===== src/rtl/fp_mul_arb_pkg.sv =====
// rtl/fp_mul_arb_pkg.sv - shared widths, types and helpers for the fp_mul arbiter slice
package fp_mul_arb_pkg;

   localparam int FP32_EXP_W  = 8;
   localparam int FP32_FRAC_W = 23;

   typedef logic [31:0] fp32_t;

   // Tag width for n requesters; never below one bit so 1-requester builds stay legal.
   function automatic int id_width(input int n);
      return (n > 1) ? $clog2(n) : 1;
   endfunction

endpackage


===== src/rtl/fp_mul.sv =====
// rtl/fp_mul.sv - combinational IEEE-style multiplier, round-to-nearest-even
// Denormal inputs and underflowing results flush to signed zero; overflow saturates to infinity.
module fp_mul #(
   parameter  int EXP_W  = 8,
   parameter  int FRAC_W = 23,
   localparam int W      = 1 + EXP_W + FRAC_W
) (
   input  logic [W-1:0] a,
   input  logic [W-1:0] b,
   output logic [W-1:0] p
);

   localparam int P = 2 * FRAC_W + 2;
   localparam logic [EXP_W+1:0] BIAS = (EXP_W + 2)'((1 << (EXP_W - 1)) - 1);
   localparam logic [EXP_W+1:0] EMAX = (EXP_W + 2)'((1 << EXP_W) - 1);

   logic              sign;
   logic [EXP_W-1:0]  ea, eb;
   logic [FRAC_W-1:0] fa, fb;
   logic              a_zero, b_zero, a_inf, b_inf, a_nan, b_nan;
   logic [P-1:0]      prod;
   logic [FRAC_W-1:0] frac, frac_r;
   logic              guard, sticky, rnd, carry;
   logic [EXP_W+1:0]  e_sum, e_r;
   logic              uflow, oflow;

   always_comb begin
      sign   = a[W-1] ^ b[W-1];
      ea     = a[W-2 -: EXP_W];
      eb     = b[W-2 -: EXP_W];
      fa     = a[FRAC_W-1:0];
      fb     = b[FRAC_W-1:0];
      a_zero = (ea == '0);
      b_zero = (eb == '0);
      a_inf  = (ea == '1) && (fa == '0);
      b_inf  = (eb == '1) && (fb == '0);
      a_nan  = (ea == '1) && (fa != '0);
      b_nan  = (eb == '1) && (fb != '0);

      prod  = {{(FRAC_W + 1){1'b0}}, 1'b1, fa} * {{(FRAC_W + 1){1'b0}}, 1'b1, fb};
      e_sum = {2'b00, ea} + {2'b00, eb} - BIAS;

      // Mantissa product is in [1,4); the top bit decides the one-place normalisation.
      if (prod[P-1]) begin
         frac   = prod[P-2 -: FRAC_W];
         guard  = prod[P-2-FRAC_W];
         sticky = |prod[P-3-FRAC_W:0];
      end else begin
         frac   = prod[P-3 -: FRAC_W];
         guard  = prod[P-3-FRAC_W];
         sticky = |prod[P-4-FRAC_W:0];
      end

      rnd             = guard & (sticky | frac[0]);
      {carry, frac_r} = {1'b0, frac} + {{FRAC_W{1'b0}}, rnd};
      e_r   = e_sum + {{(EXP_W + 1){1'b0}}, prod[P-1]} + {{(EXP_W + 1){1'b0}}, carry};
      uflow = e_r[EXP_W+1] || (e_r == '0);
      oflow = !e_r[EXP_W+1] && (e_r >= EMAX);

      if (a_nan || b_nan || (a_inf && b_zero) || (a_zero && b_inf))
         p = {1'b0, {EXP_W{1'b1}}, 1'b1, {(FRAC_W - 1){1'b0}}};
      else if (a_inf || b_inf || oflow)
         p = {sign, {EXP_W{1'b1}}, {FRAC_W{1'b0}}};
      else if (a_zero || b_zero || uflow)
         p = {sign, {(W - 1){1'b0}}};
      else
         p = {sign, e_r[EXP_W-1:0], frac_r};
   end

endmodule


===== src/rtl/rr_arbiter.sv =====
// rtl/rr_arbiter.sv - round-robin arbiter with one-hot grant and rotating priority pointer
module rr_arbiter
   import fp_mul_arb_pkg::*;
#(
   parameter  int N  = 4,
   localparam int IW = id_width(N)
) (
   input  logic         clk,
   input  logic         rst,
   input  logic [N-1:0] req,
   input  logic         en,
   output logic [N-1:0] grant
);

   logic [IW-1:0] ptr, ptr_nxt;
   logic          found;
   int            idx;

   // Search starts at ptr and wraps; the winner's successor becomes the next start.
   always_comb begin
      grant   = '0;
      ptr_nxt = ptr;
      found   = 1'b0;
      idx     = 0;
      if (!rst && en) begin
         for (int k = 0; k < N; k++) begin
            idx = (int'(ptr) + k) % N;
            if (!found && req[idx]) begin
               grant[idx] = 1'b1;
               found      = 1'b1;
               ptr_nxt    = IW'((idx + 1) % N);
            end
         end
      end
   end

   always_ff @(posedge clk) begin
      if (rst)
         ptr <= '0;
      else if (found)
         ptr <= ptr_nxt;
   end

endmodule


===== src/rtl/fp_mul_arbiter.sv =====
// rtl/fp_mul_arbiter.sv - one pipelined fp_mul shared round-robin by NUM_REQ requesters
module fp_mul_arbiter
   import fp_mul_arb_pkg::*;
#(
   parameter  int NUM_REQ = 4,
   parameter  int WIDTH   = 32,
   localparam int ID_W    = id_width(NUM_REQ)
) (
   input  logic                     clk,
   input  logic                     rst,
   input  logic [NUM_REQ-1:0]       req_valid,
   output logic [NUM_REQ-1:0]       req_ready,
   input  logic [NUM_REQ*WIDTH-1:0] req_a,
   input  logic [NUM_REQ*WIDTH-1:0] req_b,
   output logic                     res_valid,
   output logic [ID_W-1:0]          res_id,
   output logic [WIDTH-1:0]         res_data,
   output logic                     busy
);

   logic [NUM_REQ-1:0] grant;
   logic [WIDTH-1:0]   sel_a, sel_b, a_r, b_r, product;
   logic [ID_W-1:0]    gnt_idx, s1_id;
   logic               s1_valid;

   // The pipeline never stalls, so the arbiter is always enabled.
   rr_arbiter #(.N(NUM_REQ)) u_arb (
      .clk   (clk),
      .rst   (rst),
      .req   (req_valid),
      .en    (1'b1),
      .grant (grant)
   );

   assign req_ready = grant;

   always_comb begin
      sel_a   = '0;
      sel_b   = '0;
      gnt_idx = '0;
      for (int i = 0; i < NUM_REQ; i++) begin
         if (grant[i]) begin
            sel_a   = req_a[i*WIDTH +: WIDTH];
            sel_b   = req_b[i*WIDTH +: WIDTH];
            gnt_idx = ID_W'(i);
         end
      end
   end

   always_ff @(posedge clk) begin
      if (rst) begin
         s1_valid <= 1'b0;
         s1_id    <= '0;
         a_r      <= '0;
         b_r      <= '0;
      end else begin
         s1_valid <= |grant;
         if (|grant) begin
            s1_id <= gnt_idx;
            a_r   <= sel_a;
            b_r   <= sel_b;
         end
      end
   end

   fp_mul #(.EXP_W(FP32_EXP_W), .FRAC_W(FP32_FRAC_W)) u_mul (
      .a (a_r),
      .b (b_r),
      .p (product)
   );

   always_ff @(posedge clk) begin
      if (rst) begin
         res_valid <= 1'b0;
         res_id    <= '0;
         res_data  <= '0;
      end else begin
         res_valid <= s1_valid;
         res_id    <= s1_id;
         if (s1_valid)
            res_data <= product;
      end
   end

   assign busy = s1_valid | res_valid;

endmodule


===== config.mk =====
export PLATFORM = sky130hd
export DESIGN_NAME = fp_mul_arbiter
export DESIGN_NICKNAME = d
export VERILOG_FILES = /design/src/rtl/fp_mul_arb_pkg.sv /design/src/rtl/fp_mul.sv /design/src/rtl/rr_arbiter.sv /design/src/rtl/fp_mul_arbiter.sv
export SDC_FILE = /design/constraint.sdc
export NUM_CORES = 2
export LEC_CHECK = 0
export CAP_MARGIN = 20
export CORE_MARGIN = 2
export CORE_UTILIZATION = 30
export CTS_CLUSTER_DIAMETER = 30
export CTS_CLUSTER_SIZE = 12
export DETAILED_ROUTE_END_ITERATION = 8
export PLACE_DENSITY_LB_ADDON = 0.15
export SYNTH_ARGS = -nofsm -noshare
export SYNTH_HDL_FRONTEND = slang
export SYNTH_SLANG_ARGS = --single-unit

===== constraint.sdc =====
create_clock -name clk -period 29.2 [get_ports clk]
set_clock_uncertainty 0.05 [all_clocks]
set_input_delay 5.84 -clock clk [delete_from_list [all_inputs] [get_ports clk]]
set_output_delay 5.84 -clock clk [all_outputs]
set_load 0.01 [all_outputs]

==> results.json <==
{
  "power_switching_share_pct": 60.44,
  "p_clk_share_pct": 4.3,
  "grt_max_degree": 69,
  "fin_nets": 4251,
  "wl_per_cell_um": 21.13,
  "cpPeakStageDelay_ns": 0.81,
  "crit_end": "req_ready[3]",
  "drv_slew": 0,
  "io_pins": 302,
  "drt_iter0_drc": 1295,
  "p_comb_share_pct": 87.4,
  "worstMarginPinSlew_ns": 1.028,
  "viasPerCell": 4.944,
  "cts_max_level": 3,
  "power_frac_seq_pct": 8.3,
  "postSynthAreaPerCell_um2": 8.388,
  "hold_violations": 0,
  "cts_root_buf": "clkbuf_16",
  "cp_max_fo": 43,
  "worstSetupEndpointType": "primary output",
  "cts_buffers": 9,
  "critPathLaunchType": "input pin",
  "post-place-cells": 4452,
  "grtUsageTotal_pct": 21.60,
  "initial_core_util_pct": 30.19,
  "maxCapViolations": 0,
  "vdd_drop_max_v": 0.00009247,
  "async_reset_ff_share_pct": 0,
  "dr.pass1.iters": 7,
  "drive_above_1_share_pct": 3.468,
  "r2r-end": "res_data[18]$_SDFFE_PP0P_",
  "period_needed_ns": 15.81,
  "post_cts_resized": 0,
  "seq_area_um2": 2083,
  "outcome": "finished, final reports clean",
  "syn_area_um2": 26110,
  "crit_start": "req_valid[2]",
  "areaGrowthSynthToFinish_pct": 17.58,
  "cts.sinks": 104,
  "synth_most_common_cell": "inv_1",
  "synth-simple-area-share_pct": 18.38,
  "die_area_um2": 89420,
  "synth_compound_area_share_pct": 12.94,
  "synth_fp_nets": 4053,
  "rsz0062_at_grt": "no",
  "synth_fa_ha_area_share_pct": 46.40,
  "synth_warnings": 0,
  "grt_overflow_total": 0,
  "cts_setup_buffers": 0,
  "rr_worst_depth": 36,
  "p_per_area_nw_per_um2": 96.47,
  "cp_num_buf_inv": 5,
  "clk_pin_slew_ns": 0.08,
  "clk_latency_ns": 0.39,
  "antenna_found_initial": 7,
  "required_ns": 23.31,
  "path_cells": "clkdlybuf4s50_1, mux4_2, nor2b_1, a22oi_1, nor2_1, a221o_1, nand2b_1, buf_4, clkinv_1, buf_4, clkdlybuf4s50_1",
  "fin_hold_ws_ns": 0.4138,
  "netlist_instances": 3113,
  "synthTopCellsByCount": "inv_1, fa_1, nand2_1",
  "worstSetupPathType": "in -> out",
  "gp_congestion": 0.8667,
  "leakage_nw": 14.13,
  "die_w_um": 299.0,
  "wl_mm": 94.56,
  "synth_xor_area_share_pct": 2.247,
  "internal_power_mw": 1.172,
  "multi_input_area_um2": 21120,
  "synth.distinct_cells": 82,
  "crit_slowest_cell": "a221o_1",
  "synth_top_area_share_pct": 37.11,
  "worstHoldPathType": "reg -> reg",
  "crit_family": "buffers and inverters",
  "synthMuxAreaShare_pct": 0.8289,
  "coreArea_um2": 86480,
  "cp.depth": 11,
  "p_switching_mw": 1.790,
  "p_total_mw": 2.962,
  "synth_area_leaders": "fa_1, ha_1, inv_1, dfxtp_1, and2_1",
  "synth-edff-count": 0,
  "grt_pass1_vias": 23897,
  "place_ws_ns": 12.92,
  "synth-main-ff-cell": "dfxtp_1",
  "io_buffers": 301,
  "synth-seq-area-share_pct": 7.973,
  "synth_top_family_by_area": "adder cells",
  "die_h_um": 299.0,
  "holdBufCountCts": 0,
  "finalSetupViolations": 0,
  "fmax_mhz": 63.25,
  "synth_top_cell_by_area": "fa_1",
  "row_count": 108,
  "final_cells": 4474,
  "fillCellCount": 9191,
  "cts_max_path_buffers": 2,
  "reg2reg_from": "b_r[1]$_SDFFE_PP0P_",
  "drc_errors": 0,
  "setup_tns_ns": 0,
  "worstPathArrival_ns": 9.92,
  "grt_pass1_wl_mm": 147.3,
  "relSlewSlack_pct": 30.96,
  "worst_slack_ns": 13.39,
  "ys_ff_latch": 104,
  "antenna_left": 0,
  "reg2reg_slack_ns": 16.10,
  "dp_hpwl_mm": 75.71,
  "period_share_pct": 54.15,
  "tritoncts": "yes",
  "routed-via-count": 22121
}
==> how the worst min path moves through the flow <==
| stage | startpoint | end | cells after the start | slack, ns |
|---|---|---|---|---|
| 2_1_floorplan | s1_id[0]$_SDFFE_PP0P_ | res_id[0]$_SDFF_PP0_ | 1 | 0.39 |
| 3_3_place_gp | res_data[17]$_SDFFE_PP0P_ | res_data[17]$_SDFFE_PP0P_ | 2 | 0.40 |
| 3_5_place_dp | res_data[20]$_SDFFE_PP0P_ | res_data[20]$_SDFFE_PP0P_ | 2 | 0.40 |
| 4_1_cts | res_data[20]$_SDFFE_PP0P_ | res_data[20]$_SDFFE_PP0P_ | 2 | 0.42 |
| 5_1_grt | res_data[19]$_SDFFE_PP0P_ | res_data[19]$_SDFFE_PP0P_ | 2 | 0.44 |
| 6_report | res_data[17]$_SDFFE_PP0P_ | res_data[17]$_SDFFE_PP0P_ | 2 | 0.41 |
==> stage by stage <==
step           util [%]  instance area, µm²
6_report          35.50               30700
5_1_grt           35.49               30700
4_1_cts           35.46               30670
3_5_place_dp      35.10               30360
3_3_place_gp      35.10               30360
2_1_floorplan         -               26110
==> power groups by stage <==
stage	Sequential, mW	Clock [mW]	Combinational (mW)
after floorplan	0.226	0	1.70
after global placement	0.248	0	2.60
after detailed placement	0.247	0	2.59
after CTS	0.245	0.133	2.61
after global routing	0.251	0.137	2.89
final	0.244	0.128	2.59
==> layout by cell type (no fill, tap or decap), types with 8 or more instances in the layout <==
cell type and n:
a211oi_1 18, a21o_1 30, a21oi_1 139, a221o_1 37, a221oi_1 33, a22oi_1 42, a31oi_1 9, and2_1 246
and3_1 11, buf_4 59, clkbuf_16 9, clkdlybuf4s50_1 300, dfxtp_1 103, fa_1 484, ha_1 194, inv_1 598
mux2i_1 10, nand2_1 372, nand2b_1 9, nand3_1 25, nand4_1 23, nor2_1 173, nor2b_1 14, nor3_1 39
nor4_1 17, o211ai_1 16, o21a_1 10, o21ai_0 73, o221ai_1 8, o31ai_1 9, or2_2 9, or4_1 8
xnor2_1 45, xor2_1 22
==> routing by layer <==
layer | GRT usage, % | part of all wire (%)
met3 | 2.885 | 4.7
met1 | 28.60 | 44
met4 | 3.155 | 1.4
met2 | 38.22 | 50
met5 | 0 | 0.059
==> worst reg2reg max path, delay by kind of cell, from the launching register on <==
family / cells / cell delay (ns)
adders and majority gates: 10 / 4.77
and+or+nand+nor: 12 / 3.83
AOI/OAI and AO/OA: 7 / 2.03
DFF: 1 / 0.99
xor gates and xnor gates: 1 / 0.85
buffers and inverters: 5 / 0.31
muxes: 1 / 0.19
==> cell type report <==
type / instances / area share, %
timing repair buffer: 361 / 11.29
multi-input combinational: 2231 / 68.80
clock inverter: 7 / 0.2812
tap: 1155 / 4.707
clock buffer: 9 / 0.7335
sequential: 104 / 6.785
antenna: 3 / 0.02445
inverter: 604 / 7.384
==> cells by family after synthesis <==
group / after synthesis
xor+xnor: 67
buf+inv: 778
compound gates: 490
flops: 104
mux: 16
simple gates: 980
fa+ha+maj: 678
==> state kept, by name, indices dropped and copies added, names as in the netlist <==
register,count
a_r,32
b_r,32
res_data,32
res_id,2
res_valid,1
s1_id,2
s1_valid,1
u_arb.ptr,2
(Power assumes the default switching activity.)
